### src/rtl/axis_pattern_gen.sv
// axis_pattern_gen
//   AXI-Stream master that emits packets of PKT_LEN beats framed by tlast.
//   Each packet is followed by GAP_CYCLES idle cycles. The payload is an
//   incrementing counter (MODE 0) or a Fibonacci LFSR (MODE 1). The pattern
//   carries on from one packet to the next.
//
//   State table:
//     IDLE | no traffic; waits for enable
//     SEND | tvalid high; presents the pattern register, one beat per transfer
//     GAP  | tvalid low for GAP_CYCLES cycles after a packet
//
// Ports
//   clk        system clock, rising edge
//   rst        asynchronous active-high reset
//   enable     start request, sampled in IDLE and at packet boundaries
//   m_tdata    payload beat
//   m_tvalid   beat valid
//   m_tready   slave ready
//   m_tlast    final beat of a packet
//   pkt_count  completed packets, wraps at 16 bits
//   busy       high in SEND or GAP
module axis_pattern_gen #(
    parameter int                    DATA_WIDTH = 8,
    parameter int                    PKT_LEN    = 4,
    parameter int                    GAP_CYCLES = 2,
    parameter int                    MODE       = 0,
    parameter logic [DATA_WIDTH-1:0] LFSR_SEED  = DATA_WIDTH'(1)
) (
    input  logic                  clk,
    input  logic                  rst,
    input  logic                  enable,
    output logic [DATA_WIDTH-1:0] m_tdata,
    output logic                  m_tvalid,
    input  logic                  m_tready,
    output logic                  m_tlast,
    output logic [15:0]           pkt_count,
    output logic                  busy
);

    localparam int BEAT_W = (PKT_LEN > 1) ? $clog2(PKT_LEN) : 1;
    localparam int GAP_W  = (GAP_CYCLES > 1) ? $clog2(GAP_CYCLES) : 1;

    localparam logic [BEAT_W-1:0] LAST_BEAT = BEAT_W'(PKT_LEN - 1);
    // GAP is entered with GAP_CYCLES-1 loaded and left when the counter is
    // zero, which gives exactly GAP_CYCLES idle cycles.
    localparam logic [GAP_W-1:0]  GAP_LOAD  = GAP_W'((GAP_CYCLES > 0) ? GAP_CYCLES - 1 : 0);

    localparam logic [31:0] TAPS_32 = (DATA_WIDTH == 8)  ? 32'h0000_00B8 :
                                      (DATA_WIDTH == 16) ? 32'h0000_D008 :
                                                           32'h8020_0003;
    localparam logic [DATA_WIDTH-1:0] TAPS = DATA_WIDTH'(TAPS_32);

    localparam logic [DATA_WIDTH-1:0] PATTERN_INIT = (MODE == 1) ? LFSR_SEED : '0;

    typedef enum logic [1:0] {
        S_IDLE = 2'd0,
        S_SEND = 2'd1,
        S_GAP  = 2'd2
    } state_t;

    state_t                  state;
    state_t                  next_state;
    logic [BEAT_W-1:0]       beat_cnt;
    logic [GAP_W-1:0]        gap_cnt;
    logic [DATA_WIDTH-1:0]   pattern;
    logic [DATA_WIDTH-1:0]   pattern_next;
    logic                    xfer;
    logic                    at_last;

    assign xfer    = (state == S_SEND) && m_tready;
    assign at_last = (beat_cnt == LAST_BEAT);

    always_comb begin
        pattern_next = pattern + DATA_WIDTH'(1);
        if (MODE == 1) begin
            pattern_next = {pattern[DATA_WIDTH-2:0], ^(pattern & TAPS)};
        end
    end

    always_comb begin
        next_state = state;
        case (state)
            S_IDLE: begin
                if (enable) begin
                    next_state = S_SEND;
                end
            end
            S_SEND: begin
                if (xfer && at_last) begin
                    if (GAP_CYCLES > 0) begin
                        next_state = S_GAP;
                    end else if (!enable) begin
                        next_state = S_IDLE;
                    end
                end
            end
            S_GAP: begin
                if (gap_cnt == '0) begin
                    next_state = enable ? S_SEND : S_IDLE;
                end
            end
            default: next_state = S_IDLE;
        endcase
    end

    always_ff @(posedge clk or posedge rst) begin
        if (rst) begin
            state     <= S_IDLE;
            beat_cnt  <= '0;
            gap_cnt   <= '0;
            pattern   <= PATTERN_INIT;
            pkt_count <= 16'd0;
        end else begin
            state <= next_state;
            if (xfer) begin
                pattern <= pattern_next;
                if (at_last) begin
                    beat_cnt  <= '0;
                    pkt_count <= pkt_count + 16'd1;
                end else begin
                    beat_cnt <= beat_cnt + BEAT_W'(1);
                end
            end
            if (state == S_SEND && next_state == S_GAP) begin
                gap_cnt <= GAP_LOAD;
            end else if (state == S_GAP && gap_cnt != '0) begin
                gap_cnt <= gap_cnt - GAP_W'(1);
            end
        end
    end

    // Outputs decode straight from registered state, so they hold stable
    // under backpressure and clear the moment reset asserts.
    assign m_tvalid = (state == S_SEND);
    assign m_tdata  = m_tvalid ? pattern : '0;
    assign m_tlast  = m_tvalid && at_last;
    assign busy     = (state != S_IDLE);

endmodule
### config.mk
export PLATFORM = sky130hd
export DESIGN_NAME = axis_pattern_gen
export DESIGN_NICKNAME = d
export VERILOG_FILES = /design/src/rtl/axis_pattern_gen.sv
export SDC_FILE = /design/constraint.sdc
export NUM_CORES = 1
export LEC_CHECK = 0
export ABC_AREA = 1
export CORE_UTILIZATION = 37
export CTS_BUF_LIST = sky130_fd_sc_hd__clkbuf_16
export DETAILED_ROUTE_END_ITERATION = 7
export GPL_TIMING_DRIVEN = 0
export PLACE_DENSITY = 0.68
export SYNTH_ARGS = -nofsm -noshare
export SYNTH_HDL_FRONTEND = slang
export SYNTH_SLANG_ARGS = --single-unit
### constraint.sdc
create_clock -name clk -period 1.6 [get_ports clk]
set_input_delay 0.16 -clock clk [delete_from_list [all_inputs] [get_ports clk]]
set_output_delay 0.16 -clock clk [all_outputs]
set_load 0.05 [all_outputs]
==> flow_summary_export.csv, run 1 <==
group,metric,value,unit
status,outcome,"finished, final reports clean",
synthesis,synthCells,191,
synthesis,synth-seq-cells,29,
finish,multi_input_area,751,µm²
placement,placed_cell_area,1950,µm²
finish,drive_gt1_share,14.0,%
global_routing,grt_pass1_wl,5450,µm
global_routing,grt_pass1_vias,1191,
placement,dp_hpwl,2220,µm
placement,io_buffers,30,
die,io_pins,31,
power,leakage,1.07,nW
synthesis,syn_area_per_cell,8.27,µm²
power,total_power,3.96,mW
clock_tree,clk_path_buf_depth,2,
placement,dp.cells,271,
routing,drc_errors,0,
sta,whs,469,ps
synthesis,yosys.cell_types.count,26,
routing,drt_iter0_markers,74,
clock_tree,cts.sinks,29,
power,switching_power,1.93,mW
synthesis,ys_seq_area_share,46.0,%
placement,gp_congestion,0.772,
finish,num-fill-cells,412,
synthesis,synth_most_common_cell,"nand2_1",
worst_setup_path,cp_data_required_time,1440,ps
routing,postRouteWirelength,3000,µm
die,fp-row-count,23,
clock_tree,cts_buffers,5,
routing,drt-met1-wl,1470,µm
routing,dr.max_layer_used,"met4",
synthesis,synth_flop_cell,"dfrtp_1",
die,die_w,67.3,µm
synthesis,synthArstFlopShare,100,%
power,combinationalPowerShare,48.8,%
worst_setup_path,r2r_start,"beat_cnt[0]",
routing,dr.pass1.iters,4,
finish,antenna_cells,0,
finish,nets,235,
synthesis,syn_nets,198,
sta,finalHoldViolCount,0,
job,drv_cap,0,
power,seqPwrFrac,29.6,%
sta,fmax,662,MHz
worst_setup_path,r2r_setup_slack,210,ps
die,die_height,67.3,µm
routing,routed-wl-met2,1320,µm
finish,fin_cells,279,
worst_setup_path,criticalPathCategory,"register to output pin",
clock_tree,htreeDepth,2,
worst_setup_path,cp_cell_sequence,"inv_2 > nand2_4 > nor2_1 > buf_2",
finish,fin_area,2020,µm²
synthesis,yosysWarnings,0,
die,die_area,4530,µm²
worst_setup_path,slowest_stage,"dfrtp_1",
sta,setup_viol,0,
worst_setup_path,critical-path-top-delay-family,"buffers and inverters",
clock_tree,post-cts-setup-buffers,0,
routing,wl_per_cell,10.7,µm
finish,syn_to_final_growth,27.8,%
sta,post-route-period-util,94.5,%
synthesis,yosysTopAreaCellShare,46.0,%
sta,fin_skew,4.55,ps
synthesis,synth_enable_flop_cells,0,
sta,timing_worst_slew_pin_value,1090,ps
die,start_util,38.9,%
worst_setup_path,worst-path-max-fanout,10,
global_routing,antenna_found_initial,0,
synthesis,post-synth-top-area-cell,"dfrtp_1",
worst_setup_path,r2r_cells,5,
power,intPower,2.03,mW
sta,slew_violations,0,
die,core_area,4060,µm²
routing,postRouteAntennaNets,0,
finish,ff_latch_area,728,µm²
sta,min_period,1510,ps
routing,wl_met3,140,µm
global_routing,grt_max_degree,30,
sta,rsz0062_at_grt,"no",
worst_setup_path,cpPeakStageDelay,400,ps
sta,max_slew_margin,27.2,%
worst_setup_path,rr_endpoint,"pkt_count[6]",
worst_setup_path,crit_path_start_kind,"register",
worst_setup_path,cp_num_cells,4,
clock_tree,clk_pin_slew,50,ps
worst_setup_path,endpoint_kind,"output pin",
power,ir_drop,965,µV
clock_tree,cts_root_buffer,"clkbuf_16",
power,power.density,1960,nW/µm²
synthesis,syn-cell-area,1580,µm²
routing,vias,1305,
power,netSwitchingFraction,48.7,%
routing,viasPerCell,4.68,
worst_setup_path,arrival,1350,ps
clock_tree,clock_latency,270,ps
global_routing,track_usage,16.7,%
global_routing,grt-ovfl-total,0,
synthesis,synth_common_cells,"nand2_1 (55), dfrtp_1 (29), inv_1 (27), nor2_1 (23), xor2_1 (11)",
clock_tree,tritoncts,"built",
power,p_clk_share,21.6,%
synthesis,yosys-top-cells-area,"dfrtp_1 (46%), nand2_1 (13%), inv_1 (6.4%)",
worst_hold_path,hp-class,"input port to asynchronous set/reset pin",
worst_setup_path,crit_buf_inv,2,
==> registers in the layout, summed over array words and instances, names as in the netlist <==
signal / cells
beat_cnt: 2
gap_cnt: 1
pattern: 8
pkt_count: 16
state: 2
==> placed cells by master (no fill, tap or decap), types with 3 or more instances in the layout <==
cell             count
o21ai_0              9
clkbuf_16            5
inv_1               30
dfrtp_1             27
nand3_1              8
dlygate4sd2_1       16
xor2_1              11
clkdlybuf4s50_1      3
nor2_1              22
nand4_1              5
buf_2               10
nor3_1               3
nand2_1             55
==> routing by layer <==
metal	up-vias	global-route usage (%)
li1	667	-
met3	6	6.08
met5	-	0
met4	0	7.98
met1	605	21.9
met2	27	24.1
==> through the flow <==
step,TNS [ps],utilization (%),setup WS (ps)
floorplan,0,-,57.0
detailed placement,-1610,48.0,-236
global route,0,49.7,17.3
global placement,-1410,48.0,-203
finish,0,49.7,88.4
CTS,0,50.6,1.10
==> worst max-delay path by stage <==
stage                  from       endpoint  slack (ps)
2_1_floorplan  pkt_count[6]  pkt_count[11]          60
3_3_place_gp    beat_cnt[0]        m_tlast        -200
3_5_place_dp    beat_cnt[0]        m_tlast        -240
4_1_cts            state[1]     m_tdata[2]           1
5_1_grt            state[1]     m_tdata[7]          20
6_report           state[1]     m_tdata[7]          90
==> cell type report <==
class,instances,share of cell area (%)
Multi-Input combinational cell,133,37.2
Clock inverter,3,0.558
Clock buffer,5,6.20
Timing Repair Buffer,30,11.3
Sequential cell,29,36.1
Buffer,1,0.372
Inverter,28,5.21
Tap cell,50,3.10
==> power groups by stage <==
stage               combinational, mW  sequential (mW)  clock (mW)
CTS                              2.01             1.17       0.884
floorplan                        1.29             1.40           0
finish                           1.93             1.17       0.856
detailed placement               2.13             1.18           0
global route                     2.11             1.21       0.912
global placement                 2.11             1.18           0
==> cell families (layout without fill, tap and decap cells) <==
group | count (synthesis) | count (layout) | synth area share (%)
and+or+nand+nor | 106 | 106 | 33.7
DFF | 29 | 29 | 46.0
buffers and inverters | 29 | 67 | 7.13
xor gates and xnor gates | 13 | 13 | 7.21
AOI/OAI and AO/OA | 11 | 11 | 3.64
adders and majority gates | 3 | 3 | 2.38
==> what timing repair did <==
action                     4_1_cts  5_1_grt
setup endpoints to repair       27        9
gates resized for setup         59       16
gates cloned                     0        0
hold buffers                     0        0
Power figures use the tool's default switching activity.
==> run 2, diff against run 1 <==
--- a/config.mk
+++ b/config.mk
@@ -6,11 +6,11 @@
 export NUM_CORES = 1
 export LEC_CHECK = 0
 export ABC_AREA = 1
-export CORE_UTILIZATION = 37
+export CORE_UTILIZATION = 49
 export CTS_BUF_LIST = sky130_fd_sc_hd__clkbuf_16
 export DETAILED_ROUTE_END_ITERATION = 7
 export GPL_TIMING_DRIVEN = 0
-export PLACE_DENSITY = 0.68
+export PLACE_DENSITY = 0.84
 export SYNTH_ARGS = -nofsm -noshare
 export SYNTH_HDL_FRONTEND = slang
 export SYNTH_SLANG_ARGS = --single-unit
==> constraint.sdc (replaced) <==
create_clock -name clk -period 1.44 [get_ports clk]
set_input_delay 0.144 -clock clk [delete_from_list [all_inputs] [get_ports clk]]
set_output_delay 0.144 -clock clk [all_outputs]
set_load 0.05 [all_outputs]
==> flow_summary_export.csv, run 2 (synthesized netlist as in run 1, its figures left out) <==
group,metric,value,unit
finish,drive_gt1_share,22.0,%
placement,dp.cells,265,
global_routing,grt_pass1_wl,5240,µm
die,fp-row-count,20,
worst_setup_path,crit_path_start_kind,"register",
clock_tree,htreeDepth,2,
routing,vias,1361,
finish,layout_commonest_cell,"nand2_1",
worst_setup_path,r2r_cells,5,
worst_setup_path,crit_buf_inv,1,
finish,syn_to_final_growth,35.7,%
routing,postRouteWirelength,3300,µm
sta,fin_skew,5.42,ps
worst_setup_path,r2r_start,"pkt_count[5]",
worst_setup_path,arrival,1260,ps
worst_setup_path,cp_data_required_time,1300,ps
global_routing,antenna_found_initial,0,
clock_tree,cts_buffers,5,
global_routing,track_usage,20.9,%
status,outcome,"finished, final reports clean",
sta,timing_worst_slew_pin_value,1060,ps
routing,dr.pass1.iters,4,
sta,slew_violations,0,
power,leakage,1.10,nW
finish,largestRegisters,"pkt_count: 16 flops, pattern: 8 flops",
sta,setup_tns,0,ps
power,ir_drop,1320,µV
global_routing,grtUsageMet3,7.25,%
global_routing,grt-busiest-layer,"met2",
global_routing,grt_pass1_vias,1213,
finish,fin_cells,280,
clock_tree,clock_latency,270,ps
finish,antenna_cells,0,
sta,rsz0062_at_grt,"yes",
clock_tree,cts.sinks,29,
finish,layout_common_cells,"nand2_1 (55), inv_1 (28), dfrtp_1 (20), nor2_1 (19), dlygate4sd2_1 (16)",
die,start_util,51.7,%
worst_setup_path,r2r_setup_slack,70,ps
placement,gp_congestion,0.820,
global_routing,grt_util_met1,24.8,%
sta,whs,442,ps
placement,dp_hpwl,2240,µm
worst_setup_path,cp_cell_sequence,"dlygate4sd2_1",
worst_setup_path,cpPeakStageDelay,570,ps
routing,wl_per_cell,11.8,µm
finish,num-fill-cells,240,
worst_setup_path,rr_endpoint,"pkt_count[11]",
sta,min_period,1400,ps
clock_tree,clk_pin_slew,50,ps
die,die_w,58.8,µm
worst_hold_path,hp-class,"input port to asynchronous set/reset pin",
global_routing,use_met2,34.4,%
routing,drc_errors,0,
sta,setup_viol,0,
power,power.density,2220,nW/µm²
finish,largest_reg_flops,16,
sta,fmax,714,MHz
clock_tree,clk_path_buf_depth,2,
worst_setup_path,endpoint_kind,"output pin",
routing,postRouteAntennaNets,0,
global_routing,grt_max_degree,30,
global_routing,grt-ovfl-total,0,
routing,drt_iter0_markers,95,
worst_setup_path,cp_num_cells,1,
die,die_area,3450,µm²
placement,placed_cell_area,1960,µm²
sta,finalHoldViolCount,0,
worst_setup_path,slowest_stage,"dlygate4sd2_1",
finish,top_register,"pkt_count",
worst_setup_path,worst-path-max-fanout,4,
die,io_pins,31,
routing,viasPerCell,4.86,
finish,final_util,70.2,%
job,drv_cap,0,
die,die_height,58.8,µm
clock_tree,cts_root_buffer,"clkbuf_16",
finish,fin_area,2140,µm²
die,core_area,3050,µm²
worst_setup_path,critical-path-top-delay-family,"buffers and inverters",
finish,nets,242,
placement,io_buffers,30,
worst_setup_path,criticalPathCategory,"register to output pin",
sta,max_slew_margin,29.0,%
sta,post-route-period-util,97.3,%
clock_tree,tritoncts,"built",
==> run 2: changes by cell type in the layout (fill, tap and decap cells not counted), moves of 2 or more <==
cell,previous run,this run
buf_6,0,5
nor2_2,1,4
dfrtp_2,2,9
dfrtp_1,27,20
nor2_1,22,19
inv_1,30,28
buf_2,10,0
buf_4,2,14
==> run 2: final cells by class <==
type / count / area (µm²) / share of cell area (%)
multi-input cells: 133 / 776 / 36.2
flip-flops and latches: 29 / 737 / 34.4
repair buffers: 37 / 320 / 14.9
clock buffers: 5 / 125 / 5.84
inverters: 28 / 108 / 5.02
well taps: 44 / 55.1 / 2.57
clock inverters: 3 / 11.3 / 0.525
plain buffers: 1 / 11.3 / 0.525
==> run 2: timing repair <==
action | in CTS | in global routing
resized for setup | 85 | 10
pin swaps | 1 | 3
endpoints found under the setup margin | 32 | 18
setup buffers | 0 | 7
hold buffers | 0 | 0
==> run 2: per-layer routing <==
metal	wire [µm]	part of all wire [%]	vias to the layer above
met4	46	1.4	0
met3	147	4.4	6
li1	-	-	686
met5	0	0	-
met1	1460	44	641
met2	1650	50	28
==> run 2: worst max path at each step <==
stage	slack (ps)	endpoint	start
floorplan	-5	pattern[6]	state[1]
global placement	-360	m_tlast	beat_cnt[0]
detailed placement	-390	m_tlast	beat_cnt[0]
CTS	-1	pkt_count[15]	beat_cnt[0]
global route	-20	pkt_count[14]	state[1]
finish	40	pkt_count[9]	pkt_count[9]
==> run 2: stage by stage <==
stage          worst slack (ps)  total power, mW
3_3_place_gp               -356             3.65
6_report                   38.6             4.76
4_1_cts                   -1.18             4.59
2_1_floorplan             -5.27             3.02
5_1_grt                   -16.8             5.03
3_5_place_dp               -390             3.73
==> run 2: where the power goes <==
group / total (mW) / switching (mW) / leakage, nW / internal, mW
sequential: 1.34 / 0.247 / 0.354 / 1.09
clock: 0.945 / 0.328 / 0.0738 / 0.617
combinational: 2.48 / 1.68 / 0.677 / 0.802
total: 4.76 / 2.25 / 1.10 / 2.51
==> run 3, diff against run 2 <==
--- a/config.mk
+++ b/config.mk
@@ -5,12 +5,10 @@
 export SDC_FILE = /design/constraint.sdc
 export NUM_CORES = 1
 export LEC_CHECK = 0
-export ABC_AREA = 1
 export CORE_UTILIZATION = 49
 export CTS_BUF_LIST = sky130_fd_sc_hd__clkbuf_16
 export DETAILED_ROUTE_END_ITERATION = 7
-export GPL_TIMING_DRIVEN = 0
-export PLACE_DENSITY = 0.84
+export PLACE_DENSITY = 0.86
 export SYNTH_ARGS = -nofsm -noshare
 export SYNTH_HDL_FRONTEND = slang
 export SYNTH_SLANG_ARGS = --single-unit
==> constraint.sdc (replaced) <==
create_clock -name clk -period 1.4 [get_ports clk]
set_input_delay 0.14 -clock clk [delete_from_list [all_inputs] [get_ports clk]]
set_output_delay 0.14 -clock clk [all_outputs]
set_load 0.05 [all_outputs]
==> flow_summary_export.csv, run 3 <==
group,metric,value,unit
synthesis,yosysTopAreaCellShare,53.5,%
sta,grt-worst-endpoint,"pkt_count[14]$_DFFE_PP0P_/D",
clock_tree,cts_buffers,5,
synthesis,synth-seq-cells,29,
global_routing,grt_max_degree,30,
synthesis,synthArstFlopShare,100,%
placement,dp_hpwl,2350,µm
synthesis,synthCells,121,
die,fp-row-count,18,
synthesis,synth_most_common_cell,"dfrtp_1",
placement,io_buffers,30,
status,outcome,"aborted with a tool error",
synthesis,yosys-top-cells-area,"dfrtp_1 (53%), xnor2_1 (10%), nand2_1 (4.4%)",
synthesis,synth_flop_cell,"dfrtp_1",
synthesis,yosys.cell_types.count,27,
clock_tree,cts_hold_buf,0,
die,die_w,54.6,µm
clock_tree,cts.sinks,29,
synthesis,syn_nets,128,
die,start_util,53.3,%
synthesis,synth_enable_flop_cells,0,
placement,gp_congestion,0.760,
sta,endpoint_type,"register input",
status,error_line,"[ERROR DPL-0038] Utilization greater than 100%, impossible to legalize",
clock_tree,cts_root_buffer,"clkbuf_16",
synthesis,syn-cell-area,1360,µm²
clock_tree,htreeDepth,2,
die,die_height,54.6,µm
synthesis,ys_seq_area_share,53.5,%
die,io_pins,31,
synthesis,yosysWarnings,0,
status,stop_stage,"5_1_grt",
synthesis,syn_area_per_cell,11.2,µm²
clock_tree,clk_path_buf_depth,2,
synthesis,synth_common_cells,"dfrtp_1 (29), nand2_1 (16), xnor2_1 (16), and2_1 (9)",
placement,dp_slack,-257,ps
synthesis,post-synth-top-area-cell,"dfrtp_1",
placement,dp.cells,195,
## run 3: logic make-up after synthesis
group	share of synthesized area [%]
simple gates	23.6
flops	53.5
xor+xnor	14.7
buf+inv	2.21
compound gates	2.40
fa+ha+maj	2.77
mux	0.829
## run 3: what timing repair did
action	CTS
buffers inserted	7
gates resized for setup	29
setup endpoints to repair	16
cloned	1
pin swaps	4
## run 3: through the flow
stage	hold slack (ps)	area [µm²]	util, %
after global placement	453	2100	82.4
after floorplan	217	1390	-
after CTS	249	2380	93.6
after detailed placement	454	2100	82.4
==> run 4, diff against run 3 <==
==> config.mk (replaced) <==
export PLATFORM = sky130hd
export DESIGN_NAME = axis_pattern_gen
export DESIGN_NICKNAME = d
export VERILOG_FILES = /design/src/rtl/axis_pattern_gen.sv
export SDC_FILE = /design/constraint.sdc
export NUM_CORES = 1
export LEC_CHECK = 0
export CORE_UTILIZATION = 34
export DETAILED_ROUTE_END_ITERATION = 7
export PLACE_DENSITY_LB_ADDON = 0.15
export SYNTH_ARGS = -nofsm -noshare
export SYNTH_HDL_FRONTEND = slang
export SYNTH_SLANG_ARGS = --single-unit
==> flow_summary_export.csv, run 4 <==
group,metric,value,unit
status,outcome,"complete, but fails checks",
status,failed_checks,"setup timing",
finish,syn_to_final_growth,80.7,%
routing,wl_per_cell,14.1,µm
placement,io_buffers,30,
finish,num-fill-cells,293,
die,die_height,65.2,µm
sta,finalHoldViolCount,0,
clock_tree,clock_latency,290,ps
die,die_w,65.2,µm
finish,drive_gt1_share,57.6,%
clock_tree,cts_buffers,5,
finish,largestRegisters,"pkt_count: 16 flops, pattern: 8 flops",
sta,slew_violations,0,
finish,final_util,65.5,%
synthesis,synth_enable_flop_cells,0,
routing,dr.pass1.iters,4,
global_routing,grt_max_degree,30,
finish,largest_reg_flops,16,
worst_setup_path,criticalPathCategory,"register to output pin",
clock_tree,cts.sinks,29,
power,total_power,4.58,mW
sta,setup_tns,-1960,ps
sta,max_slew_margin,75.5,%
worst_setup_path,crit_buf_inv,3,
synthesis,post-synth-top-area-cell,"dfrtp_1",
placement,dp_hpwl,2130,µm
worst_setup_path,cp_cell_sequence,"ha_2 > buf_4 > and2_4 > buf_6 > buf_12",
sta,post-route-period-util,111,%
power,leakage,1.14,nW
synthesis,synth_most_common_cell,"dfrtp_1",
worst_setup_path,endpoint_kind,"output pin",
power,power.density,1870,nW/µm²
synthesis,yosysTopAreaCellShare,53.5,%
synthesis,yosys.cell_types.count,27,
global_routing,grt-ovfl-total,0,
finish,layout_commonest_cell,"buf_12",
worst_setup_path,slowest_stage,"dfrtp_1",
routing,postRouteAntennaNets,0,
finish,antenna_cells,0,
worst_setup_path,cp_data_required_time,1260,ps
die,start_util,36.3,%
job,drv_cap,0,
power,ir_drop,1270,µV
synthesis,ys_seq_area_share,53.5,%
routing,viasPerCell,4.79,
synthesis,synth_common_cells,"dfrtp_1 (29), nand2_1 (16), xnor2_1 (16), and2_1 (9)",
die,fp-row-count,22,
worst_setup_path,critical-path-top-delay-family,"buffers and inverters",
finish,top_register,"pkt_count",
synthesis,yosysWarnings,0,
synthesis,syn-cell-area,1360,µm²
sta,fmax,643,MHz
die,io_pins,31,
synthesis,yosys-top-cells-area,"dfrtp_1 (53%), xnor2_1 (10%), nand2_1 (4.4%)",
global_routing,grt_pass1_vias,1174,
sta,min_period,1560,ps
synthesis,syn_nets,128,
finish,layout_common_cells,"buf_12 (27), dfrtp_1 (19), buf_4 (17), xnor2_1 (14), nand2_1 (13)",
global_routing,antenna_found_initial,0,
sta,setup_viol,20,
clock_tree,clk_pin_slew,70,ps
synthesis,synth_flop_cell,"dfrtp_1",
clock_tree,htreeDepth,2,
clock_tree,cts_root_buffer,"clkbuf_8",
clock_tree,cts_hold_buf,0,
finish,nets,190,
clock_tree,tritoncts,"built",
global_routing,grt_pass1_wl,5400,µm
routing,postRouteWirelength,3270,µm
die,core_area,3740,µm²
placement,gp_congestion,0.763,
sta,fin_skew,7.12,ps
synthesis,synthCells,121,
die,die_area,4250,µm²
sta,rsz0062_at_grt,"yes",
worst_setup_path,worst-path-max-fanout,3,
sta,timing_worst_slew_pin_value,367,ps
routing,drc_errors,0,
synthesis,synthArstFlopShare,100,%
synthesis,synth-seq-cells,29,
worst_setup_path,arrival,1420,ps
worst_hold_path,hp-class,"input port to asynchronous set/reset pin",
sta,fin_ws,-155,ps
routing,vias,1111,
worst_setup_path,cpPeakStageDelay,380,ps
routing,drt_iter0_markers,25,
synthesis,syn_area_per_cell,11.2,µm²
global_routing,track_usage,17.3,%
clock_tree,clk_path_buf_depth,2,
worst_setup_path,crit_path_start_kind,"register",
run 4: cell counts after synthesis:
Identical to the previous run, type by type.
run 4: power by group:
group	internal, mW	switching (mW)
combinational	1.34	1.22
clock	0.444	0.332
sequential	1.03	0.214
run 4: kinds of logic (layout without fill, tap and decap cells):
group / after synthesis / count (layout) / synth area share [%]
AO/OA/AOI/OAI: 4 / 4 / 2.40
XOR/XNOR: 22 / 22 / 14.7
adder cells (fa/ha/maj): 3 / 3 / 2.77
buffers and inverters: 6 / 69 / 2.21
flip-flops: 29 / 29 / 53.5
multiplexers: 1 / 1 / 0.829
AND/OR/NAND/NOR: 56 / 56 / 23.6
run 4: final timing paths:
check                            startpoint            to  slack [ps]  cells after the start
worst max-delay path            beat_cnt[0]       m_tlast        -160                      5
worst min-delay path                    rst  pkt_count[7]         230                      3
worst max register to register  beat_cnt[0]  pkt_count[9]        -140                      6
worst min register to register   pattern[7]    pattern[7]         480                      1
max in group asynchronous               rst  pkt_count[0]         880                      3
min in group clk                 pattern[7]    pattern[7]         480                      1
run 4: area by class of cell:
type	instances	area (µm²)	area share [%]
multi-input cells	86	728	29.7
clock buffers	7	96.3	3.93
repair buffers	57	811	33.0
well taps	48	60.1	2.45
inverters	4	15.0	0.612
flip-flops and latches	29	738	30.1
clock inverters	1	5.00	0.204
run 4: worst min-delay path: cells and delay by family:
family,cells,cell delay (ps)
buffers and inverters,3,790
run 4: stage by stage:
step / setup slack, ps / instances / hold slack, ps / instance area, µm²
after floorplan: -83.4 / 121 / 217 / 1390
after global placement: -132 / 213 / 455 / 2120
after detailed placement: -212 / 213 / 462 / 2120
after CTS: -151 / 228 / 242 / 2330
after global routing: -208 / 232 / 258 / 2450
final: -155 / 232 / 226 / 2450
run 4: routing by layer:
layer,vias to the layer above,GRT usage [%],routed length [µm],part of all wire [%]
met5,-,0,0,0
met4,0,9.51,75,2.3
met3,8,6.08,177,5.4
met2,28,26.3,1620,50
met1,541,21.2,1400,43
li1,534,-,-,-
run 4: what timing repair did:
item | CTS | global route
pin swaps | 3 | 11
buffers inserted | 6 | 5
cloned | 1 | 0
gates resized for setup | 23 | 22
endpoints found under the setup margin | 14 | 27
